--- config.mk ---
export PLATFORM = sky130hd
export DESIGN_NAME = acl_spi_responder
export DESIGN_NICKNAME = d
export VERILOG_FILES = /design/src/rtl/acl_pkg.sv /design/src/rtl/spi_pin_sync.sv /design/src/rtl/acl_spi_responder.sv
export SDC_FILE = /design/constraint.sdc
export NUM_CORES = 1
export LEC_CHECK = 0
export CAP_MARGIN = 20
export CORE_MARGIN = 4
export CORE_UTILIZATION = 29
export CTS_CLUSTER_SIZE = 24
export DETAILED_ROUTE_END_ITERATION = 12
export GPL_ROUTABILITY_DRIVEN = 0
export GPL_TIMING_DRIVEN = 0
export PLACE_DENSITY_LB_ADDON = 0.05
export SLEW_MARGIN = 20
export SYNTH_ARGS = -nofsm -noshare
export SYNTH_HDL_FRONTEND = slang
export SYNTH_HIERARCHICAL = 1
export SYNTH_SLANG_ARGS = --single-unit
--- constraint.sdc ---
create_clock -name clk -period 3.1 [get_ports clk]
set_input_delay 0.465 -clock clk [delete_from_list [all_inputs] [get_ports clk]]
set_output_delay 0.465 -clock clk [all_outputs]
set_load 0.01 [all_outputs]
--- src/rtl/acl_pkg.sv ---
// Shared definitions for the ADXL345-style SPI responder: register map,
// reset values, writability rule and FSM state encoding.
package acl_pkg;

  localparam logic [5:0] ADDR_DEVID       = 6'h00;
  localparam logic [5:0] ADDR_BW_RATE     = 6'h2C;
  localparam logic [5:0] ADDR_POWER_CTL   = 6'h2D;
  localparam logic [5:0] ADDR_DATA_FORMAT = 6'h31;
  localparam logic [5:0] ADDR_DATAX0      = 6'h32;
  localparam logic [5:0] ADDR_DATAX1      = 6'h33;
  localparam logic [5:0] ADDR_DATAY0      = 6'h34;
  localparam logic [5:0] ADDR_DATAY1      = 6'h35;
  localparam logic [5:0] ADDR_DATAZ0      = 6'h36;
  localparam logic [5:0] ADDR_DATAZ1      = 6'h37;

  localparam logic [7:0] RST_BW_RATE = 8'h0A;
  localparam logic [7:0] RST_DEFAULT = 8'h00;

  typedef enum logic [1:0] {
    ST_IDLE = 2'd0,
    ST_CMD  = 2'd1,
    ST_DATA = 2'd2
  } acl_state_e;

  function automatic logic is_writable(input logic [5:0] addr);
    logic w;
    if ((addr >= 6'h1E) && (addr <= 6'h2A)) begin
      w = 1'b1;
    end else if ((addr >= 6'h2C) && (addr <= 6'h2F)) begin
      w = 1'b1;
    end else if ((addr == 6'h31) || (addr == 6'h38)) begin
      w = 1'b1;
    end else begin
      w = 1'b0;
    end
    return w;
  endfunction

  function automatic logic [7:0] reset_value(input logic [5:0] addr);
    return (addr == ADDR_BW_RATE) ? RST_BW_RATE : RST_DEFAULT;
  endfunction

endpackage

--- src/rtl/spi_pin_sync.sv ---
// Multi-flop synchronizer with rise/fall detection for one SPI pin.
// Edges are suppressed until the chain holds only post-reset samples.
module spi_pin_sync #(
  parameter int   STAGES  = 2,
  parameter logic RST_VAL = 1'b1
) (
  input  logic clk,
  input  logic rst,
  input  logic din,
  output logic sync,
  output logic rise,
  output logic fall
);

  logic [STAGES-1:0] chain_r;
  logic              prev_r;
  logic [STAGES:0]   fill_r;

  // Synchronizer chain, previous-level flop and fill tracker
  always_ff @(posedge clk) begin
    if (rst) begin
      chain_r <= {STAGES{RST_VAL}};
      prev_r  <= RST_VAL;
      fill_r  <= {(STAGES+1){1'b0}};
    end else begin
      chain_r <= {chain_r[STAGES-2:0], din};
      prev_r  <= chain_r[STAGES-1];
      fill_r  <= {fill_r[STAGES-1:0], 1'b1};
    end
  end

  assign sync = chain_r[STAGES-1];
  assign rise = fill_r[STAGES] & sync & ~prev_r;
  assign fall = fill_r[STAGES] & ~sync & prev_r;

endmodule

--- src/rtl/acl_spi_responder.sv ---
// SPI mode-3 slave emulating the ADXL345 register file, oversampled in clk.
// ACL_MULTIBYTE_EN enables the MB bit (address auto-increment, 0x3F wraps to 0x00).
module acl_spi_responder
  import acl_pkg::*;
#(
  parameter logic [7:0] DEVID       = 8'hE5,
  parameter int         SYNC_STAGES = 2
) (
  input  logic        clk,
  input  logic        rst,
  input  logic        sclk,
  input  logic        cs_n,
  input  logic        mosi,
  output logic        miso,
  input  logic        sample_valid,
  input  logic [15:0] x_in,
  input  logic [15:0] y_in,
  input  logic [15:0] z_in,
  output logic        reg_wr,
  output logic [5:0]  reg_addr,
  output logic [7:0]  reg_wdata,
  output logic [7:0]  power_ctl,
  output logic [7:0]  bw_rate,
  output logic [7:0]  data_format,
  output logic        busy
);

  logic sclk_sync_s, sclk_rise_s, sclk_fall_s;
  logic cs_sync_s, cs_rise_s, cs_fall_s;
  logic [SYNC_STAGES-1:0] mosi_sync_r;
  logic mosi_s, start_s;

  acl_state_e state_r, state_nxt_s;
  logic [2:0]  bit_cnt_r;
  logic [6:0]  rx_r;
  logic [7:0]  tx_r;
  logic [5:0]  addr_r;
  logic        rw_r;
`ifdef ACL_MULTIBYTE_EN
  logic        mb_r;
`endif
  logic        miso_r, reg_wr_r, busy_r;
  logic [5:0]  reg_addr_r;
  logic [7:0]  reg_wdata_r;
  logic [7:0]  reg_file_r [64];
  logic        pend_valid_r;
  logic [15:0] pend_x_r, pend_y_r, pend_z_r;
  logic [5:0]  cmd_addr_s, next_addr_s, rd_addr_s;
  logic [7:0]  rd_data_s;

  spi_pin_sync #(.STAGES(SYNC_STAGES), .RST_VAL(1'b1)) u_sclk_sync (
    .clk(clk), .rst(rst), .din(sclk),
    .sync(sclk_sync_s), .rise(sclk_rise_s), .fall(sclk_fall_s)
  );

  spi_pin_sync #(.STAGES(SYNC_STAGES), .RST_VAL(1'b1)) u_cs_sync (
    .clk(clk), .rst(rst), .din(cs_n),
    .sync(cs_sync_s), .rise(cs_rise_s), .fall(cs_fall_s)
  );

  // MOSI synchronizer, same depth so it stays aligned with sclk edges
  always_ff @(posedge clk) begin
    if (rst) begin
      mosi_sync_r <= {SYNC_STAGES{1'b0}};
    end else begin
      mosi_sync_r <= {mosi_sync_r[SYNC_STAGES-2:0], mosi};
    end
  end

  assign mosi_s = mosi_sync_r[SYNC_STAGES-1];
  // Mode 3: a transaction only begins while sclk is at its idle-high level.
  assign start_s = cs_fall_s & sclk_sync_s;

  // Command address, next data-byte address and read-data mux
  always_comb begin
    cmd_addr_s = {rx_r[4:0], mosi_s};
`ifdef ACL_MULTIBYTE_EN
    next_addr_s = mb_r ? (addr_r + 6'd1) : addr_r;
`else
    next_addr_s = addr_r;
`endif
    rd_addr_s = (state_r == ST_CMD) ? cmd_addr_s : next_addr_s;
    rd_data_s = (rd_addr_s == ADDR_DEVID) ? DEVID : reg_file_r[rd_addr_s];
  end

  // FSM state register
  always_ff @(posedge clk) begin
    if (rst) begin
      state_r <= ST_IDLE;
    end else begin
      state_r <= state_nxt_s;
    end
  end

  // FSM next-state logic
  always_comb begin
    state_nxt_s = state_r;
    case (state_r)
      ST_IDLE: begin
        if (start_s) state_nxt_s = ST_CMD;
        else         state_nxt_s = ST_IDLE;
      end
      ST_CMD: begin
        if (cs_rise_s)                               state_nxt_s = ST_IDLE;
        else if (sclk_rise_s && (bit_cnt_r == 3'd7)) state_nxt_s = ST_DATA;
        else                                         state_nxt_s = ST_CMD;
      end
      ST_DATA: begin
        if (cs_rise_s) state_nxt_s = ST_IDLE;
        else           state_nxt_s = ST_DATA;
      end
      default: state_nxt_s = ST_IDLE;
    endcase
  end

  // Sample strobes arriving mid-transaction wait here until cs_n is released
  always_ff @(posedge clk) begin
    if (rst) begin
      pend_valid_r <= 1'b0;
      pend_x_r     <= 16'h0000;
      pend_y_r     <= 16'h0000;
      pend_z_r     <= 16'h0000;
    end else if (sample_valid && busy_r) begin
      pend_valid_r <= 1'b1;
      pend_x_r     <= x_in;
      pend_y_r     <= y_in;
      pend_z_r     <= z_in;
    end else if (!busy_r) begin
      pend_valid_r <= 1'b0;
    end
  end

  // SPI shift datapath, register file, write strobe and busy flag
  always_ff @(posedge clk) begin
    if (rst) begin
      bit_cnt_r   <= 3'd0;
      rx_r        <= 7'h00;
      tx_r        <= 8'h00;
      addr_r      <= 6'h00;
      rw_r        <= 1'b0;
`ifdef ACL_MULTIBYTE_EN
      mb_r        <= 1'b0;
`endif
      miso_r      <= 1'b0;
      reg_wr_r    <= 1'b0;
      reg_addr_r  <= 6'h00;
      reg_wdata_r <= 8'h00;
      busy_r      <= 1'b0;
      for (int i = 0; i < 64; i++) begin
        reg_file_r[i] <= reset_value(6'(i));
      end
    end else begin
      reg_wr_r <= 1'b0;
      busy_r   <= ~cs_sync_s;

      if (sample_valid && !busy_r) begin
        reg_file_r[ADDR_DATAX0] <= x_in[7:0];
        reg_file_r[ADDR_DATAX1] <= x_in[15:8];
        reg_file_r[ADDR_DATAY0] <= y_in[7:0];
        reg_file_r[ADDR_DATAY1] <= y_in[15:8];
        reg_file_r[ADDR_DATAZ0] <= z_in[7:0];
        reg_file_r[ADDR_DATAZ1] <= z_in[15:8];
      end else if (pend_valid_r && !busy_r) begin
        reg_file_r[ADDR_DATAX0] <= pend_x_r[7:0];
        reg_file_r[ADDR_DATAX1] <= pend_x_r[15:8];
        reg_file_r[ADDR_DATAY0] <= pend_y_r[7:0];
        reg_file_r[ADDR_DATAY1] <= pend_y_r[15:8];
        reg_file_r[ADDR_DATAZ0] <= pend_z_r[7:0];
        reg_file_r[ADDR_DATAZ1] <= pend_z_r[15:8];
      end

      case (state_r)
        ST_IDLE: begin
          miso_r <= 1'b0;
          if (start_s) begin
            bit_cnt_r <= 3'd0;
            tx_r      <= 8'h00;
          end
        end
        ST_CMD: begin
          if (cs_rise_s) begin
            miso_r <= 1'b0;
          end else if (sclk_rise_s) begin
            rx_r      <= {rx_r[5:0], mosi_s};
            bit_cnt_r <= bit_cnt_r + 3'd1;
            if (bit_cnt_r == 3'd7) begin
              rw_r   <= rx_r[6];
`ifdef ACL_MULTIBYTE_EN
              mb_r   <= rx_r[5];
`endif
              addr_r <= cmd_addr_s;
              tx_r   <= rx_r[6] ? rd_data_s : 8'h00;
            end
          end
        end
        ST_DATA: begin
          if (cs_rise_s) begin
            miso_r <= 1'b0;
          end else begin
            if (sclk_fall_s) begin
              miso_r <= tx_r[7];
              tx_r   <= {tx_r[6:0], 1'b0};
            end
            if (sclk_rise_s) begin
              rx_r      <= {rx_r[5:0], mosi_s};
              bit_cnt_r <= bit_cnt_r + 3'd1;
              if (bit_cnt_r == 3'd7) begin
                if (rw_r) begin
                  tx_r <= rd_data_s;
                end else if (is_writable(addr_r)) begin
                  reg_file_r[addr_r] <= {rx_r, mosi_s};
                  reg_wr_r           <= 1'b1;
                  reg_addr_r         <= addr_r;
                  reg_wdata_r        <= {rx_r, mosi_s};
                end
                addr_r <= next_addr_s;
              end
            end
          end
        end
        default: miso_r <= 1'b0;
      endcase
    end
  end

  assign miso        = miso_r;
  assign reg_wr      = reg_wr_r;
  assign reg_addr    = reg_addr_r;
  assign reg_wdata   = reg_wdata_r;
  assign busy        = busy_r;
  assign power_ctl   = reg_file_r[ADDR_POWER_CTL];
  assign bw_rate     = reg_file_r[ADDR_BW_RATE];
  assign data_format = reg_file_r[ADDR_DATA_FORMAT];

endmodule

# Word-level counts from Yosys, hierarchy flattened
# Memory sizes are Yosys's and may differ from the RTL's.
# Cells that the tools add are included.
# word_totals
ff_bits	107
input_bits	54
out_inout_bits	41
mem_bits_rw	512
memories	1
# mem_list
memory	depth	word_bits	rd	rd_clocked_by_memory_dff	wr	line_no	text
reg_file_r	64	8	4	0	64	acl_spi_responder.sv:45	logic [7:0] reg_file_r [64];
# op_classes
muxes	71
bitwise	27
n_addsub	1
n_reduce_logical	20
magnitude_cmp	4
eq_ne	15
# ops
cell	count
$mux W8	24
$mux W1	35
$pmux W8 S3	1
$eq A6 B6 Y1 const B	2
$le A6 B6 Y1 const B	2
$mux W6	2
$ne A2 B2 Y1 const B	6
$or A1 B1 Y1	12
$reduce_and A6 Y1	2
$and A1 B1 Y1	9
$mux W3	3
$reduce_and A4 Y1	2
$reduce_or A8 Y1	1
$ge A6 B5 Y1 const B	1
$ge A6 B6 Y1 const B	1
$logic_and A1 B1 Y1	6
$logic_not A6 Y1	1
$mux W2	3
$ne A2 B1 Y1 const B	3
$not A1 Y1	6
$pmux W2 S3	1
$pmux W3 S2	1
$add A3 B1 Y3 const B	1
$eq A3 B3 Y1 const B	1
12 further kinds	12

# Longest topological paths before layout
# logic_depth
word_depth	21
depth_mapped	13
depth_no_buf	9

# Cells and area by module
# Netlist, hierarchy kept.
# modules_own_cells
mod	cells_each	area_each_um2	instances	seq_area_each_um2
acl_spi_responder	2005	25877.3	1	17276.6
spi_pin_sync	14	172.7	2	120.1

# Worst setup path before layout
# OpenSTA, ideal clock, no wires.
# synth_path
kind	register -> register
from	reg u_sclk_sync.chain_r[1]
to	mem reg_file_r[45][0] (enable)
setup_ns	0.329
n_path_buf	3
t_required_ns	2.771
path_slack_ns	0.164
arrival_ns	2.607
path_stages_with_launch	12
synth_period_minus_slack_ns	2.936
path_cell_list	dfxtp_1 > and3b_1 > buf_4 > and2b_1 > buf_6 > nand3_4 > a2111oi_4 > nand3b_1 > or3b_1 > buf_6 > nor4b_4 > or2_1
# synth_lines
item	line_no	text
from (decl)	spi_pin_sync.sv:15	logic [STAGES-1:0] chain_r;
from (signal assigned)	spi_pin_sync.sv:22	chain_r <= {STAGES{RST_VAL}};
from (signal assigned)	spi_pin_sync.sv:26	chain_r <= {chain_r[STAGES-2:0], din};
to (decl)	acl_spi_responder.sv:45	

# Worst setup path in the final report
# layout_path
from	reg state_r[1]
to	reg tx_r[0]
# layout_between
elab_chain_cells	9
elab_cells_between_ends	23
cone_classes	7 x eq/ne; 11 x mux; 4 x reduce/logical; 1 x memory
# layout_rtl
item	line_no	text
from (decl)	acl_spi_responder.sv:33	acl_state_e state_r, state_nxt_s;
from (signal assigned)	acl_spi_responder.sv:91	state_r <= state_nxt_s;
$eq A2 B1 Y1	acl_spi_responder.sv:82, acl_spi_responder.sv:172	
$mux W6	acl_spi_responder.sv:82	rd_addr_s = (state_r == ST_CMD) ? cmd_addr_s : next_addr_s;
$mem_v2 Z64 W8 or $logic_not A6 Y1 (tied branches)	n/a	
$mux W8	acl_spi_responder.sv:83	rd_data_s = (rd_addr_s == ADDR_DEVID) ? DEVID : reg_file_r[rd_addr_s];
$mux W8, on equally long branches	acl_spi_responder.sv:208, acl_spi_responder.sv:192	
$mux W8, on equally long branches	acl_spi_responder.sv:207, acl_spi_responder.sv:186	
$mux W8, on equally long branches	acl_spi_responder.sv:204, acl_spi_responder.sv:183	
$mux W8, on equally long branches	acl_spi_responder.sv:197, acl_spi_responder.sv:181	
$pmux W8 S3	acl_spi_responder.sv:172	case (state_r)
to (signal assigned)	acl_spi_responder.sv:192	tx_r <= rx_r[6] ? rd_data_s : 8'h00;
to (signal assigned)	acl_spi_responder.sv:202	tx_r <= {tx_r[6:0], 1'b0};
to (signal assigned)	acl_spi_responder.sv:209	tx_r <= rd_data_s;
to (decl)	acl_spi_responder.sv:36	logic [7:0] tx_r;
# Parallel ways exist; a longest one is shown, timed or not. The select of a mux whose other input is x is not followed.
# A chain may end at the register's enable or synchronous reset.

==> metrics.md <==
| Metric | Value |
|---|---|
| Outcome | complete, no violations |
| Peak VDD IR | 0.368 mV |
| IO buf count | 94 |
| IO Pins | 95 |
| Cts hold-fix bufs | 0 |
| Routed Antenna Nets | 0 |
| Placed cell area | 29900 um2 |
| Least-Margin Pin Slew | 0.982 ns |
| Total leakage power | 12.3 nW |
| Final nets | 2614 |
| CTS Sinks | 619 |
| First-pass GRT wire length | 144000 um |
| Critical Path RT | 3.58 ns |
| Async set or reset register ratio after synthesis | 0 |
| Crit. End Element | flip-flop |
| Slew headroom | 0.345 |
| Tcrit/Tclk final | 0.994 |
| Vias/cell | 4.78 |
| CTS buffer count | 76 |
| Hold Vio Cnt, Final | 0 |
| Syn. warnings | 6 |
| Wire per inst | 27.4 um |
| Area grow syn2layout | 27.8% |
| Vias in the first global route | 18.2k |
| Final setup violation count | 0 |
| Number of synthesized flops with an enable pin | 512 |
| Layout cell share with drive strength beyond 1 | 0.149 |
| FP Rows | 110 |
| CTS tree | built |
| Synth Register Bits | 619 |
| Die Ht | 309 um |
| Total gr overflow | 0 |
| DRC Markers | 0 |
| Die W | 309 um |
| Cell area power density | 569 nW/um2 |
| Most frequent cells in the layout | edfxtp_1 (512), nand2_1 (382), conb_1 (312) |
| Die area | 95300 um2 |
| Initial antenna violation count | 1 |
| Overall Global Routing Usage | 0.218 |
| Syn Inst Count | 2033 |
| Dpl ws | -1.72 ns |
| Class of the worst hold path | in -> reg |
| Commonest non-fill, non-tap cell in the layout | edfxtp_1 |
| Max frequency | 324 MHz |
| Final instance area | 33500 um2 |
| Crit path DAT | 3.56 ns |
| Core area | 89900 um2 |
| Worst setup margin | 0.0173 ns |
| Mapped Area | 26200 um2 |
| Maxcap violations | 0 |
| Min Tclk post-route | 3.08 ns |
| Critical path fanouts, max | 6 |
| CTS clock-pin slew for the worst setup and hold paths | 0.06 ns |
| CTS max path bufs | 3 |
| Avg Inst Size Synth | 12.9 um2 |
| Max Clock Skew | 0.0238 ns |
| Final Max Slew Viols | 0 |
| Seq/Total Area, Yosys | 0.668 |
| Critical path launch point type | flip-flop |
| Clk_lat worst skew | 0.61 ns |
| Synth unique cells | 71 |
| Initial Util | 0.292 |
| Primary FF master, synth | edfxtp_1 |
| Via count | 18.1k |
| TritonRoute pass-1 iters | 5 |
| Drt total wl | 104000 um |
| Largest net degree at the start of global routing | 18 |
| Post-DP HPWL | 73900 um |
| Number of H-tree levels | 3 |
| 1st-iter DRT viols | 1505 |
| Root Buffer | clkbuf_16 |
| Final TNS setup | 0 ns |
| Critical Setup Path Class | reg -> reg |
==> metrics by stage <==
step                       util  hold WS (ns)  instances  power (mW)
after detailed placement  0.332         0.389       3616        10.6
final                     0.373         0.322       3787        19.1
after global routing      0.373         0.392       3786        19.7
after global placement    0.332         0.396       3614        10.6
after CTS                 0.371         0.372       3781        19.3
after floorplan               -         0.383       2344        10.2
==> cells in the mapped netlist, types with 16 or more instances <==
library cell | n | share of area
a21oi_1 | 81 | 0.015
a22o_1 | 49 | 0.016
and2_1 | 143 | 0.034
and3_1 | 21 | 0.0050
buf_2 | 33 | 0.0063
clkbuf_1 | 125 | 0.018
dfxtp_1 | 107 | 0.082
edfxtp_1 | 512 | 0.59
mux2i_1 | 71 | 0.027
mux4_2 | 49 | 0.042
nand2_1 | 382 | 0.055
nand3_1 | 146 | 0.028
nor2_1 | 49 | 0.0070
o21ai_0 | 21 | 0.0040
or2_2 | 16 | 0.0038
==> layer usage <==
layer  track usage  vias up  wire length [um]
met5             0        -                 0
li1              -     8214                 -
met2         0.365      580             49600
met1         0.291     9128             44400
met3        0.0382      161              6120
met4        0.0670        0              3600
==> report_power, final <==
part / switching [mW] / internal, mW / total, mW / leakage, nW
clock: 3.50 / 5.12 / 8.62 / 1.16
sequential: 0.157 / 9.51 / 9.66 / 6.01
combinational: 0.509 / 0.272 / 0.781 / 5.09
total: 4.17 / 14.9 / 19.1 / 12.3
==> final timing paths <==
check                         start                      to  slack, ns  depth (start not counted)
min                             rst     u_cs_sync/fill_r[0]       0.32                          2
max reg2reg              state_r[1]                 tx_r[0]       0.02                         12
min reg2reg  u_sclk_sync/chain_r[0]  u_sclk_sync/chain_r[1]       0.40                          1
max                      state_r[1]                 tx_r[0]       0.02                         12
==> timing repair <==
action | CTS | global route
hold endpoints to repair | 0 | 0
pin swaps | 21 | 11
setup buffers | 31 | 6
endpoints found under the setup margin | 618 | 235
resized for setup | 223 | 52
==> state kept, by name, indices dropped and copies added (netlist names), 2 cells and up <==
signal and cells:
reg_file_r 512, pend_x_r 16, pend_y_r 16, pend_z_r 16, reg_wdata 8, tx_r 8, rx_r 7, addr_r 6
reg_addr 6, bit_cnt_r 3, u_cs_sync/fill_r 3, u_sclk_sync/fill_r 3, mosi_sync_r 2, state_r 2, u_cs_sync/chain_r 2, u_sclk_sync/chain_r 2
==> logic make-up (layout without fill, tap and decap cells) <==
group,count (synthesis),count (layout),share of synthesized area
simple gates,842,842,0.157
flops,619,619,0.668
compound gates,248,248,0.0665
buf+inv,187,453,0.0312
mux,129,129,0.0736
fa+ha+maj,7,7,0.00334
other cells,1,313,0.000143
==> layout make-up <==
| cell class | instances | area (um2) |
|---|---|---|
| fill | 8745 | 56400 |
| multi-input combinational | 1538 | 9600 |
| tap | 1176 | 1470 |
| antenna | 1 | 2.50 |
| buffer | 179 | 1220 |
| timing repair buffer | 133 | 1300 |
| clock inverter | 24 | 185 |
| inverter | 6 | 22.5 |
| sequential | 619 | 17500 |
| clock buffer | 111 | 2190 |
==> critical path, stage by stage (launching register included) <==
cell	delay, ns
dfxtp_1	0.39
inv_2	0.08
ha_1	0.18
buf_4	0.17
mux2_2	0.26
buf_12	0.17
buf_12	0.15
buf_4	0.18
mux4_2	0.51
o221ai_1	0.22
a21oi_2	0.09
o21ai_0	0.39
o31ai_1	0.15
No activity file was read; power rests on OpenSTA's default activity.
